### config.mk
export PLATFORM = sky130hd
export DESIGN_NAME = mc_move_rules
export DESIGN_NICKNAME = d
export VERILOG_FILES = /design/src/rtl/mc_pkg.sv /design/src/rtl/mc_move_rules.sv
export SDC_FILE = /design/constraint.sdc
export NUM_CORES = 1
export LEC_CHECK = 0
export CORE_AREA = 2 2 39 41
export DETAILED_ROUTE_END_ITERATION = 12
export DIE_AREA = 0 0 41 43
export SETUP_SLACK_MARGIN = 0.05
export SYNTH_ARGS = -nofsm -noshare
export SYNTH_HDL_FRONTEND = slang
export SYNTH_SLANG_ARGS = --single-unit
export TNS_END_PERCENT = 10
### constraint.sdc
create_clock -name vclk -period 6.25
set_input_delay 1.25 -clock vclk [all_inputs]
set_output_delay 1.25 -clock vclk [all_outputs]
set_load 0.02 [all_outputs]
### src/rtl/mc_pkg.sv
// Shared types and constants for the missionary/cannibal move checker.
package mc_pkg;

    typedef enum logic [1:0] {
        ST_WAIT_START = 2'd0,
        ST_RUN        = 2'd1,
        ST_SOLVED     = 2'd2,
        ST_FAULT      = 2'd3
    } mc_state_e;

    localparam logic [2:0] ERR_NONE      = 3'b000;
    localparam logic [2:0] ERR_BAD_START = 3'b001;
    localparam logic [2:0] ERR_DIRECTION = 3'b010;
    localparam logic [2:0] ERR_CAPACITY  = 3'b011;
    localparam logic [2:0] ERR_UNSAFE    = 3'b100;
    localparam logic [2:0] ERR_FINISH    = 3'b101;
    localparam logic [2:0] ERR_OVERRUN   = 3'b110;

    localparam logic [1:0] TOTAL = 2'd3;

    localparam logic [2:0] FIN_NONE = 3'b000;
    localparam logic [2:0] FIN_DONE = 3'b001;

    // Head counts on the original bank.
    typedef struct packed {
        logic [1:0] m;
        logic [1:0] c;
    } mc_bank_t;

    function automatic logic is_start(input mc_bank_t b, input logic [2:0] fin);
        return (b.m == TOTAL) && (b.c == TOTAL) && (fin == FIN_NONE);
    endfunction

    function automatic logic is_goal(input mc_bank_t b);
        return (b.m == 2'd0) && (b.c == 2'd0);
    endfunction

endpackage

### src/rtl/mc_move_rules.sv
// Combinational legality check of one crossing; first failing rule wins.
module mc_move_rules
    import mc_pkg::*;
(
    input  mc_bank_t   prev,
    input  mc_bank_t   cur,
    input  logic       boat_right,
    input  logic [2:0] finish_in,
    input  logic       at_max,
    output logic       pass,
    output logic [2:0] error_code
);

    logic signed [2:0] dm, dc;
    logic [2:0]        load;
    logic [1:0]        far_m, far_c;
    logic              unsafe, fin_bad, goal;

    always_comb begin
        // Boat leaving the original bank removes people from it; returning adds them.
        if (!boat_right) begin
            dm = $signed({1'b0, prev.m}) - $signed({1'b0, cur.m});
            dc = $signed({1'b0, prev.c}) - $signed({1'b0, cur.c});
        end else begin
            dm = $signed({1'b0, cur.m}) - $signed({1'b0, prev.m});
            dc = $signed({1'b0, cur.c}) - $signed({1'b0, prev.c});
        end
        load   = {1'b0, dm[1:0]} + {1'b0, dc[1:0]};
        far_m  = TOTAL - cur.m;
        far_c  = TOTAL - cur.c;
        unsafe = ((cur.m != 2'd0) && (cur.m < cur.c)) ||
                 ((far_m != 2'd0) && (far_m < far_c));
        goal   = is_goal(cur);
        fin_bad = ((finish_in == FIN_DONE) && !goal) ||
                  (goal && (finish_in != FIN_DONE)) ||
                  ((finish_in != FIN_NONE) && (finish_in != FIN_DONE));

        pass       = 1'b0;
        error_code = ERR_NONE;
        if (dm[2] || dc[2])                      error_code = ERR_DIRECTION;
        else if (load == 3'd0 || load > 3'd2)    error_code = ERR_CAPACITY;
        else if (unsafe)                         error_code = ERR_UNSAFE;
        else if (fin_bad)                        error_code = ERR_FINISH;
        else if (at_max)                         error_code = ERR_OVERRUN;
        else                                     pass = 1'b1;
    end

endmodule

==> impl_metrics.env, run 1 <==
export IMPL_outcome="finished clean"
export IMPL_port_buffer_count=17
export IMPL_period_needed_ps=5830
export IMPL_drc=0
export IMPL_netlist_area_leader_share=0.231
export IMPL_slew_headroom=0.775
export IMPL_grt_max_degree=7
export IMPL_fillers=137
export IMPL_max_cap_viol_count=0
export IMPL_crit_chain="clkdlybuf4s50_1, inv_1, ha_1, fa_1, mux2_2, fa_1, xnor2_1, nand3_1, and4b_1, clkdlybuf4s50_1"
export IMPL_grt_pass1_vias=343
export IMPL_vias_per_cell=4.62
export IMPL_core_area_mm2=0.00138
export IMPL_drive_gt1_frac=0.0758
export IMPL_antenna_found_initial=0
export IMPL_setup_tns_final_ps=0
export IMPL_arrival_ps=4580
export IMPL_fmax_mhz=172
export IMPL_cts_resized=0
export IMPL_rsz0062_at_grt="false"
export IMPL_synth_area_per_cell_um2=8.86
export IMPL_p_sw_mw=0.0322
export IMPL_overflow=0
export IMPL_startpoint="cur[2]"
export IMPL_critPathMaxStageDelay_ps=600
export IMPL_min_period_over_period=0.932
export IMPL_initial_core_util=0.314
export IMPL_yosysMostFrequentCell="inv_1"
export IMPL_ys_top_cells_by_count="15 x inv_1, 7 x ha_1, 5 x fa_1"
export IMPL_netlist_area_um2=434
export IMPL_finalNetCount=93
export IMPL_p_int_mw=0.0350
export IMPL_seq_power_share=0
export IMPL_worstPathRequired_ps=5000
export IMPL_synthCells=49
export IMPL_sw_frac_of_total=0.479
export IMPL_die_w_um=41
export IMPL_fin_util=0.451
export IMPL_dp_hpwl_um=780
export IMPL_cts_hold_buf=0
export IMPL_ys_warn_count=0
export IMPL_leakage_nw=0.289
export IMPL_antenna_cells=0
export IMPL_cts_setup_buffers=0
export IMPL_powerDensity_mw_per_mm2=108
export IMPL_nFlopsAndLatches=0
export IMPL_yosysUniqueCellTypes=21
export IMPL_crit_path_top_delay_cell="clkdlybuf4s50_1"
export IMPL_yosysSeqAreaShare=0
export IMPL_via_count=379
export IMPL_clkPwrFrac=0
export IMPL_ir_drop_mv=0.0536
export IMPL_path_buf_inv=3
export IMPL_route_antenna_remaining_nets=0
export IMPL_critPathLaunchType="input pin"
export IMPL_synth_nets=74
export IMPL_post_synth_top_area_cell="fa_1"
export IMPL_tightest_slew_ps=335
export IMPL_crit_fanout=5
export IMPL_synthTopCellsByArea="fa_1 23%, ha_1 20%, inv_1 13%"
export IMPL_p_comb_frac=1.000
export IMPL_critPathCapture="pass"
export IMPL_drtIter0Drc=4
export IMPL_grtUsageTotal=0.102
export IMPL_rows=14
export IMPL_setup_viol=0
export IMPL_finalHoldViolations=0
export IMPL_path_depth=10
export IMPL_whs_ps=3590
export IMPL_gp_congestion=0.709
export IMPL_cp_top_family="buffers and inverters"
export IMPL_die_h_um=43
export IMPL_min_path_type="in -> out"
export IMPL_end_kind="primary output"
export IMPL_io_pins=17
export IMPL_seq_area_um2=0
export IMPL_worstSetupPathType="in -> out"
export IMPL_syn_to_final_growth_pct=43.8
export IMPL_die_area_mm2=0.00176
export IMPL_dr_pass1_iters=4
export IMPL_report_final_slew_viol_count=0
export IMPL_drt_wirelength_per_cell_um=10.3
export IMPL_nClkBuffers=0
export IMPL_wl_um=846
export IMPL_grt_pass1_wl_um=1340
==> per-layer routing <==
metal	up-vias	track usage	wire, um
li1	200	-	-
met1	169	0.169	425
met2	10	0.153	378
met3	0	0	42
met4	0	0	0
met5	-	0	0
==> cell type report <==
type,instances,area [um^2],share of cell area
inverter,15,56.3,0.0902
multi-input combinational,34,378,0.605
tap,16,20.0,0.0321
timing repair buffer,17,170,0.273
==> worst min-delay path, cell delays in order <==
cell	delay, ps
clkdlybuf4s50_1	420
inv_1	70
a31oi_1	70
clkdlybuf4s50_1	530
==> power by group through the flow <==
| stage | Combinational (mW) | Clock [mW] | Sequential [mW] |
|---|---|---|---|
| 3_3_place_gp | 0.0683 | 0 | 0 |
| 4_1_cts | 0.0680 | 0 | 0 |
| 2_1_floorplan | 0.0413 | 0 | 0 |
| 5_1_grt | 0.0758 | 0 | 0 |
| 6_report | 0.0671 | 0 | 0 |
| 3_5_place_dp | 0.0675 | 0 | 0 |
==> worst min-delay path by stage <==
| stage | from | end | slack [ps] | cells after the start |
|---|---|---|---|---|
| 2_1_floorplan | at_max | error_code[2] | 2720 | 2 |
| 3_3_place_gp | at_max | error_code[2] | 3590 | 4 |
| 3_5_place_dp | at_max | error_code[2] | 3600 | 4 |
| 4_1_cts | at_max | error_code[2] | 3600 | 4 |
| 5_1_grt | at_max | error_code[2] | 3640 | 4 |
| 6_report | at_max | error_code[2] | 3590 | 4 |
==> layout by cell type, fill, tap and decap left out, types with 2 or more instances in the layout <==
| master | count |
|---|---|
| clkdlybuf4s50_1 | 17 |
| fa_1 | 5 |
| ha_1 | 7 |
| inv_1 | 15 |
| nor2_1 | 3 |
| nor3_1 | 2 |
| nor4_2 | 2 |
==> through the flow <==
stage	instances	total power, mW	area [um^2]	worst slack (ps)
global placement	82	0.0683	624	387
global route	82	0.0758	624	207
CTS	82	0.0680	624	397
floorplan	49	0.0413	434	1650
detailed placement	82	0.0675	624	421
finish	82	0.0671	624	423
==> cell families after synthesis <==
kind of cell	count (synthesis)	synth area share
buffers and inverters	15	0.130
adders and majority gates	12	0.432
AOI/OAI and AO/OA	6	0.124
muxes	3	0.0749
and+or+nand+nor	11	0.199
xor gates and xnor gates	2	0.0404
No activity file was read; power rests on OpenSTA's default activity.
==> run 2, diff against run 1 <==
- MAX_ROUTING_LAYER: not set -> met4
==> results of run 2 <==
Same layout as run 1: the final DEF is identical, and so are final timing and power.
Among the figures that moved: final weighted congestion in routability-driven placement 0.709 -> 0.717; overall routing resource usage 0.102 -> 0.105
